[src/rtl/feistel_round_engine_if.sv]
// ---------------------------------------------------------------------------
// feistel_round_engine_if
//
// Purpose:
//   Bundles the handshake, data, round-key and S-box lane signals of the
//   Feistel round engine so the controller/ROM side and the engine can be
//   connected with a single port.
//
// Parameters:
//   WORD_W  width of one state word (state is 4*WORD_W bits)
//   RND_W   width of the round index
//
// Signals (direction given from the engine's point of view, modport slave):
//   start        in   begin a block (honoured only when the engine is idle/done)
//   mode         in   0 = encrypt, 1 = decrypt (only with FEISTEL_DECRYPT_EN)
//   din          in   input block, word3 in the top WORD_W bits
//   dout         out  state register, holds the result once done pulses
//   busy         out  high while rounds are being computed
//   done         out  one-cycle pulse when the result is ready
//   round_idx    out  round whose keys / S-box table are needed this cycle
//   sbox_sel     out  S-box table select (round_idx[0])
//   key1..key3   in   round keys for round_idx
//   sbox_in_1..3 out  S-box lane inputs
//   sbox_out_1..3 in  S-box lane outputs (same-cycle combinational)
//
// Modports:
//   master  controller / key-schedule / S-box side
//   slave   the round engine
// ---------------------------------------------------------------------------
`timescale 1ns/1ps

interface feistel_round_engine_if #(
    parameter int WORD_W = 9,
    parameter int RND_W  = 8
);
    logic                  start;
    logic                  mode;
    logic [4*WORD_W-1:0]   din;
    logic [4*WORD_W-1:0]   dout;
    logic                  busy;
    logic                  done;
    logic [RND_W-1:0]      round_idx;
    logic                  sbox_sel;
    logic [WORD_W-1:0]     key1;
    logic [WORD_W-1:0]     key2;
    logic [WORD_W-1:0]     key3;
    logic [WORD_W-1:0]     sbox_in_1;
    logic [WORD_W-1:0]     sbox_in_2;
    logic [WORD_W-1:0]     sbox_in_3;
    logic [WORD_W-1:0]     sbox_out_1;
    logic [WORD_W-1:0]     sbox_out_2;
    logic [WORD_W-1:0]     sbox_out_3;

    modport master (
        output start, mode, din,
        output key1, key2, key3,
        output sbox_out_1, sbox_out_2, sbox_out_3,
        input  dout, busy, done, round_idx, sbox_sel,
        input  sbox_in_1, sbox_in_2, sbox_in_3
    );

    modport slave (
        input  start, mode, din,
        input  key1, key2, key3,
        input  sbox_out_1, sbox_out_2, sbox_out_3,
        output dout, busy, done, round_idx, sbox_sel,
        output sbox_in_1, sbox_in_2, sbox_in_3
    );
endinterface

[src/rtl/feistel_round_engine.sv]
// ---------------------------------------------------------------------------
// feistel_round_engine
//
// Purpose:
//   Iterative 4-word Feistel-style round engine. The state (word3..word0)
//   is updated one encrypt round per clock using round keys and S-box
//   results supplied combinationally by external key-schedule and S-box
//   ROM blocks. A start/busy/done handshake frames each block.
//
// Optional feature (macro FEISTEL_DECRYPT_EN):
//   When defined, mode=1 runs the inverse rounds. Each inverse round takes
//   three cycles (phases 0..2) because the three S-box lanes depend on each
//   other in reverse order; round_idx counts down from NUM_ROUNDS-1 to 0.
//   When undefined, the mode input is ignored and the engine always
//   encrypts; no phase counter or temporaries are built.
//
// Parameters:
//   WORD_W      width of each state word
//   NUM_ROUNDS  rounds per block (>= 1)
//   RND_W       width of round_idx (2**RND_W > NUM_ROUNDS-1)
//
// Ports:
//   clk    clock, all logic on the rising edge
//   rst_n  synchronous active-low reset
//   bus    feistel_round_engine_if.slave (handshake, data, keys, S-box lanes)
// ---------------------------------------------------------------------------
`timescale 1ns/1ps

module feistel_round_engine #(
    parameter int WORD_W     = 9,
    parameter int NUM_ROUNDS = 31,
    parameter int RND_W      = 8
) (
    input  logic                    clk,
    input  logic                    rst_n,
    feistel_round_engine_if.slave   bus
);

    localparam logic [RND_W-1:0] LAST_IDX = RND_W'(NUM_ROUNDS - 1);

    typedef enum logic [1:0] {
        ST_IDLE = 2'd0,
        ST_RUN  = 2'd1,
        ST_DONE = 2'd2
    } state_t;

    state_t                    state_q, state_d;
    logic [3:0][WORD_W-1:0]    s_q, s_d;
    logic                      busy_q, busy_d;
    logic                      done_q, done_d;
    logic [RND_W-1:0]          round_idx_q, round_idx_d;

    logic [WORD_W-1:0]         sbox_in_1, sbox_in_2, sbox_in_3;
    logic [3:0][WORD_W-1:0]    enc_next;

`ifdef FEISTEL_DECRYPT_EN
    logic                      mode_q, mode_d;
    logic [1:0]                phase_q, phase_d;
    logic [WORD_W-1:0]         n2_q, n2_d;
    logic [WORD_W-1:0]         n1_q, n1_d;
`else
    // Encrypt-only build: mode is accepted on the bus but has no effect.
    logic                      unused_mode;
    assign unused_mode = bus.mode;
`endif

    // One forward round. Lane k of the S-box sees word k of the state, and
    // the old word3 rotates down into word0.
    assign enc_next = {bus.key1 ^ s_q[2] ^ bus.sbox_out_3,
                       bus.key2 ^ s_q[1] ^ bus.sbox_out_2,
                       bus.key3 ^ s_q[0] ^ bus.sbox_out_1,
                       s_q[3]};

    // S-box lane routing. Lanes default to the forward mapping; during an
    // inverse round only the lane needed by the current phase is rerouted,
    // so the external S-box always sees a well-defined input.
    always_comb begin
        sbox_in_3 = s_q[3];
        sbox_in_2 = s_q[2];
        sbox_in_1 = s_q[1];
`ifdef FEISTEL_DECRYPT_EN
        if ((state_q == ST_RUN) && mode_q) begin
            case (phase_q)
                2'd0:    sbox_in_3 = s_q[0];
                2'd1:    sbox_in_2 = n2_q;
                2'd2:    sbox_in_1 = n1_q;
                default: ;
            endcase
        end
`endif
    end

    // Next-state logic for the control FSM and the datapath registers.
    // A new block is accepted in IDLE and also in the DONE cycle so blocks
    // can be streamed back to back; start is never looked at during RUN.
    // Keys and S-box outputs only influence the state while in RUN.
    always_comb begin
        state_d     = state_q;
        s_d         = s_q;
        busy_d      = busy_q;
        done_d      = done_q;
        round_idx_d = round_idx_q;
`ifdef FEISTEL_DECRYPT_EN
        mode_d      = mode_q;
        phase_d     = phase_q;
        n2_d        = n2_q;
        n1_d        = n1_q;
`endif

        case (state_q)
            ST_IDLE, ST_DONE: begin
                done_d  = 1'b0;
                busy_d  = 1'b0;
                state_d = ST_IDLE;
                if (bus.start) begin
                    state_d     = ST_RUN;
                    s_d         = bus.din;
                    busy_d      = 1'b1;
                    round_idx_d = '0;
`ifdef FEISTEL_DECRYPT_EN
                    mode_d      = bus.mode;
                    phase_d     = 2'd0;
                    if (bus.mode) begin
                        round_idx_d = LAST_IDX;
                    end
`endif
                end
            end

            ST_RUN: begin
`ifdef FEISTEL_DECRYPT_EN
                if (mode_q) begin
                    // Inverse round: recover old word2, then old word1, and
                    // finally old word0 while rotating the words back up.
                    case (phase_q)
                        2'd0: begin
                            n2_d    = s_q[3] ^ bus.key1 ^ bus.sbox_out_3;
                            phase_d = 2'd1;
                        end
                        2'd1: begin
                            n1_d    = s_q[2] ^ bus.key2 ^ bus.sbox_out_2;
                            phase_d = 2'd2;
                        end
                        2'd2: begin
                            s_d     = {s_q[0], n2_q, n1_q,
                                       s_q[1] ^ bus.key3 ^ bus.sbox_out_1};
                            phase_d = 2'd0;
                            if (round_idx_q == '0) begin
                                state_d = ST_DONE;
                                busy_d  = 1'b0;
                                done_d  = 1'b1;
                            end else begin
                                round_idx_d = round_idx_q - RND_W'(1);
                            end
                        end
                        default: begin
                            phase_d = 2'd0;
                        end
                    endcase
                end else begin
                    s_d = enc_next;
                    if (round_idx_q == LAST_IDX) begin
                        state_d = ST_DONE;
                        busy_d  = 1'b0;
                        done_d  = 1'b1;
                    end else begin
                        round_idx_d = round_idx_q + RND_W'(1);
                    end
                end
`else
                s_d = enc_next;
                if (round_idx_q == LAST_IDX) begin
                    state_d = ST_DONE;
                    busy_d  = 1'b0;
                    done_d  = 1'b1;
                end else begin
                    round_idx_d = round_idx_q + RND_W'(1);
                end
`endif
            end

            default: begin
                state_d = ST_IDLE;
                busy_d  = 1'b0;
                done_d  = 1'b0;
            end
        endcase
    end

    // State registers. Reset is synchronous and wins over any block in
    // flight, so an interrupted block never produces a done pulse.
    always_ff @(posedge clk) begin
        if (!rst_n) begin
            state_q     <= ST_IDLE;
            s_q         <= '0;
            busy_q      <= 1'b0;
            done_q      <= 1'b0;
            round_idx_q <= '0;
`ifdef FEISTEL_DECRYPT_EN
            mode_q      <= 1'b0;
            phase_q     <= 2'd0;
            n2_q        <= '0;
            n1_q        <= '0;
`endif
        end else begin
            state_q     <= state_d;
            s_q         <= s_d;
            busy_q      <= busy_d;
            done_q      <= done_d;
            round_idx_q <= round_idx_d;
`ifdef FEISTEL_DECRYPT_EN
            mode_q      <= mode_d;
            phase_q     <= phase_d;
            n2_q        <= n2_d;
            n1_q        <= n1_d;
`endif
        end
    end

    assign bus.dout      = s_q;
    assign bus.busy      = busy_q;
    assign bus.done      = done_q;
    assign bus.round_idx = round_idx_q;
    assign bus.sbox_sel  = round_idx_q[0];
    assign bus.sbox_in_1 = sbox_in_1;
    assign bus.sbox_in_2 = sbox_in_2;
    assign bus.sbox_in_3 = sbox_in_3;

endmodule

[src/flat_wrapper.sv]
// flat-port wrapper written by rule: the top's interface ports become plain ports
module feistel_round_engine_flat 
#(
    parameter int WORD_W     = 9,
    parameter int NUM_ROUNDS = 31,
    parameter int RND_W      = 8
)
  (clk, rst_n, bus_start, bus_mode, bus_din, bus_key1, bus_key2, bus_key3, bus_sbox_out_1, bus_sbox_out_2, bus_sbox_out_3, bus_dout, bus_busy, bus_done, bus_round_idx, bus_sbox_sel, bus_sbox_in_1, bus_sbox_in_2, bus_sbox_in_3);
  feistel_round_engine_if #(.WORD_W(WORD_W), .RND_W(RND_W)) bus_i ();
  input  logic clk;
  input  logic rst_n;
  input wire logic [$bits(bus_i.start)-1:0] bus_start;
  input wire logic [$bits(bus_i.mode)-1:0] bus_mode;
  input wire logic [$bits(bus_i.din)-1:0] bus_din;
  input wire logic [$bits(bus_i.key1)-1:0] bus_key1;
  input wire logic [$bits(bus_i.key2)-1:0] bus_key2;
  input wire logic [$bits(bus_i.key3)-1:0] bus_key3;
  input wire logic [$bits(bus_i.sbox_out_1)-1:0] bus_sbox_out_1;
  input wire logic [$bits(bus_i.sbox_out_2)-1:0] bus_sbox_out_2;
  input wire logic [$bits(bus_i.sbox_out_3)-1:0] bus_sbox_out_3;
  output wire logic [$bits(bus_i.dout)-1:0] bus_dout;
  output wire logic [$bits(bus_i.busy)-1:0] bus_busy;
  output wire logic [$bits(bus_i.done)-1:0] bus_done;
  output wire logic [$bits(bus_i.round_idx)-1:0] bus_round_idx;
  output wire logic [$bits(bus_i.sbox_sel)-1:0] bus_sbox_sel;
  output wire logic [$bits(bus_i.sbox_in_1)-1:0] bus_sbox_in_1;
  output wire logic [$bits(bus_i.sbox_in_2)-1:0] bus_sbox_in_2;
  output wire logic [$bits(bus_i.sbox_in_3)-1:0] bus_sbox_in_3;
  assign bus_i.start = bus_start;
  assign bus_i.mode = bus_mode;
  assign bus_i.din = bus_din;
  assign bus_i.key1 = bus_key1;
  assign bus_i.key2 = bus_key2;
  assign bus_i.key3 = bus_key3;
  assign bus_i.sbox_out_1 = bus_sbox_out_1;
  assign bus_i.sbox_out_2 = bus_sbox_out_2;
  assign bus_i.sbox_out_3 = bus_sbox_out_3;
  assign bus_dout = bus_i.dout;
  assign bus_busy = bus_i.busy;
  assign bus_done = bus_i.done;
  assign bus_round_idx = bus_i.round_idx;
  assign bus_sbox_sel = bus_i.sbox_sel;
  assign bus_sbox_in_1 = bus_i.sbox_in_1;
  assign bus_sbox_in_2 = bus_i.sbox_in_2;
  assign bus_sbox_in_3 = bus_i.sbox_in_3;
  feistel_round_engine #(.WORD_W(WORD_W), .NUM_ROUNDS(NUM_ROUNDS), .RND_W(RND_W)) u_core (.clk(clk), .rst_n(rst_n), .bus(bus_i));
endmodule
[config.mk]
export PLATFORM = sky130hd
export DESIGN_NAME = feistel_round_engine_flat
export DESIGN_NICKNAME = d
export VERILOG_FILES = /design/src/rtl/feistel_round_engine_if.sv /design/src/rtl/feistel_round_engine.sv /design/src/flat_wrapper.sv
export SDC_FILE = /design/constraint.sdc
export NUM_CORES = 1
export LEC_CHECK = 0
export CAP_MARGIN = 40
export CORE_ASPECT_RATIO = 1.2
export CORE_MARGIN = 1
export CORE_UTILIZATION = 51
export CTS_CLUSTER_DIAMETER = 80
export DETAILED_ROUTE_END_ITERATION = 10
export DONT_BUFFER_PORTS = 1
export PLACE_DENSITY_LB_ADDON = 0.25
export SLEW_MARGIN = 5
export SYNTH_ARGS = -nofsm -noshare
export SYNTH_HDL_FRONTEND = slang
export SYNTH_SLANG_ARGS = --single-unit
[constraint.sdc]
create_clock -name clk -period 6.1 [get_ports clk]
set_clock_uncertainty 0.2 [all_clocks]
set_input_delay 0.915 -clock clk [delete_from_list [all_inputs] [get_ports clk]]
set_output_delay 0.915 -clock clk [all_outputs]
set_load 0.005 [all_outputs]
==> impl_metrics.py <==
metrics = {
    "pwr": {
        "p_total_uw": 707.8,
        "irDropWorstVdd_mv": 0.1309,
        "power_density_nw_per_um2": 264.0,
        "power.leakage_nw": 0.8766,
    },
    "clock_network": {
        "cts_tree": "built",
        "htreeDepth": 2,
        "ctsResizeCount": 0,
        "path_clk_slew_ns": 0.08,
        "clk_path_buf_depth": 2,
        "cts_root_buf": "clkbuf_8",
        "numClockSinks": 47,
        "worstSkewPairLatency_ns": 0.30,
        "cts_made_buffers": 5,
        "cts_setup_buffers": 0,
        "cts_hold_buf": 0,
    },
    "setup_path": {
        "arrival_ns": 2.31,
        "crit_cells": 6,
        "worst_setup_path_start_kind": "primary input",
        "path_cells": "nor2b_2, buf_4, nor2_1, buf_4, o21ai_0, a31oi_1",
        "r2r_start": "u_core.bus.round_idx[0]",
        "slowest_delay_ns": 0.48,
        "required_ns": 6.13,
        "path_buf_inv": 2,
        "worstSetupPathType": "primary input to flip-flop",
        "cp_max_fo": 37,
        "cpMaxStageDelayCell": "nor2_1",
        "cpLargestDelayFamily": "simple AND/OR/NAND/NOR gates",
        "cp-end-kind": "flip-flop",
        "r2r_cells": 6,
        "rrSetupSlack_ns": 3.94,
        "cp_common_cell": "buf_4",
        "rr_endpoint": "u_core.bus.round_idx[5]",
    },
    "die": {
        "start_util_pct": 52.84,
        "coreArea_um2": 5261,
        "fp.dieH_um": 82.88,
        "die_area_um2": 5752,
        "die_w_um": 69.40,
        "io_pins": 168,
        "fp-row-count": 29,
    },
    "placement": {
        "portBuffers": 0,
        "place_hpwl_um": 4319,
        "place_congestion": 0.7454,
        "numPlacedInstances": 355,
    },
    "min_path": {
        "min_from": "u_core.bus.done",
        "worstHoldPathCells": 2,
        "min_path_type": "flip-flop to flip-flop",
        "hold_end": "u_core.bus.done",
    },
    "global_routing": {
        "grt_max_degree": 48,
        "grt_pass1_wl_um": 10340,
        "track_usage_pct": 21.72,
        "antenna_found_initial": 0,
        "grt-ovfl-total": 0,
        "grt_pass1_vias": 2188,
    },
    "yosys": {
        "synth-async-reset-ratio_pct": 0,
        "synth_cell_types": 37,
        "synth_flop_cell": "dfxtp_1",
        "yosysWarnings": 0,
        "synth_top_cell_by_area": "dfxtp_1",
        "synth_area_per_cell_um2": 8.225,
        "yosys-top-cells-area": "dfxtp_1 34%, xnor2_1 17%, nand2_1 8.9%",
        "yosysMostFrequentCell": "nand2_1",
        "synth_top_area_share_pct": 33.84,
        "synth_cells": 338,
        "yosysSeqAreaShare_pct": 33.84,
        "syn-num-nets": 434,
        "synth_edf_count": 0,
        "syn-cell-area_um2": 2780,
        "ys_ff_latch": 47,
        "netlist_top_cells_count": "66 x nand2_1, 54 x xnor2_1, 47 x dfxtp_1, 31 x nor2_1, 30 x buf_4",
    },
    "route": {
        "drc": 0,
        "drt_pass1_iterations": 4,
        "drtIter0Drc": 58,
        "wire_per_inst_um": 17.26,
        "via_per_inst": 6.133,
        "wl_um": 6248,
        "vias": 2220,
        "ant_nets": 0,
    },
    "run": {
        "drv_cap": 0,
    },
    "timing": {
        "maxSlewHeadroom_pct": 61.40,
        "maxSlewViolCount": 0,
        "worst_pin_slew_ns": 0.5790,
        "period_needed_ns": 2.285,
        "tns_ns": 0,
        "min_period_over_period_pct": 37.45,
        "setup_violations": 0,
        "hold_violations": 0,
        "rsz0062_at_grt": "no",
        "clock.fmax_mhz": 437.7,
    },
    "layout": {
        "n_fill_cell": 534,
        "layout-drive-gt1-share_pct": 7.667,
        "n_antenna_cell": 0,
        "finalNonFillerCells": 362,
        "fin_nets": 396,
        "syn_to_final_growth_pct": -3.555,
    },
    "status": {
        "outcome": "completed",
    },
}
through the flow:
| step | setup slack [ns] | utilization [%] | instance area, um^2 | hold slack [ns] |
|---|---|---|---|---|
| finish | 3.815 | 50.96 | 2681 | 0.3169 |
| detailed placement | 3.451 | 49.30 | 2594 | 0.3048 |
| global route | 3.713 | 50.96 | 2681 | 0.3392 |
| CTS | 3.772 | 50.96 | 2681 | 0.3208 |
| global placement | 3.253 | 48.63 | 2559 | 0.2989 |
| floorplan | 4.026 | - | 2780 | 0.2841 |
sequential cells by signal, indices dropped and copies added (netlist names):
register	cells
u_core.bus.dout	9
u_core.bus.round_idx	8
u_core.bus.done	1
u_core.bus.sbox_in_3	9
u_core.bus.sbox_in_2	9
u_core.state_q	2
u_core.bus.sbox_in_1	9
tightest hold or removal path, stage by stage (launching register included):
cell	delay [ns]
dfxtp_1	0.33
nor2_1	0.10
nor3_1	0.05
metal layers:
layer / up-vias / routed length (um) / part of all wire (%) / global-route usage (%)
met5: - / 0 / 0 / 0
met4: 0 / 63 / 1.0 / 6.122
met3: 5 / 458 / 7.3 / 5.461
met2: 101 / 3266 / 52 / 39.45
met1: 1059 / 2458 / 39 / 24.81
li1: 1055 / - / - / -
final cells by class:
type | instances | area (um^2) | area share (%)
Timing Repair Buffer | 4 | 50.05 | 1.867
Sequential cell | 47 | 940.9 | 35.09
Multi-Input combinational cell | 240 | 1518 | 56.60
Clock buffer | 6 | 82.58 | 3.080
Tap cell | 62 | 77.57 | 2.893
Inverter | 2 | 7.507 | 0.2800
Clock inverter | 1 | 5.005 | 0.1867
placed cells by master, fill, tap and decap left out, types with 4 or more instances in the layout:
master,n
o21ai_0,4
nand2_1,66
a21oi_1,12
nor2_1,31
nand3_1,8
a311oi_1,25
dfxtp_1,47
clkbuf_8,6
a22oi_1,11
xnor2_1,54
how the worst max path moves through the flow:
stage                    from                       to  slack (ns)
floorplan           bus_start       u_core.bus.dout[0]        4.03
global placement    bus_start  u_core.bus.round_idx[2]        3.25
detailed placement  bus_start  u_core.bus.round_idx[2]        3.45
CTS                 bus_start  u_core.bus.round_idx[2]        3.77
global route        bus_start  u_core.bus.round_idx[2]        3.71
finish              bus_start  u_core.bus.round_idx[2]        3.82
cell families after synthesis:
group	synth area share, %
compound gates	17.37
xor+xnor	17.01
fa+ha+maj	0.8999
buf+inv	11.75
flops	33.84
mux	0.4050
simple gates	18.72
power breakdown:
part	switching (mW)	internal [mW]	leakage, nW
Sequential	0.0409	0.333	0.387
Combinational	0.0731	0.0680	0.442
Clock	0.103	0.0892	0.0470
Total	0.217	0.491	0.877
Power figures use the tool's default switching activity.
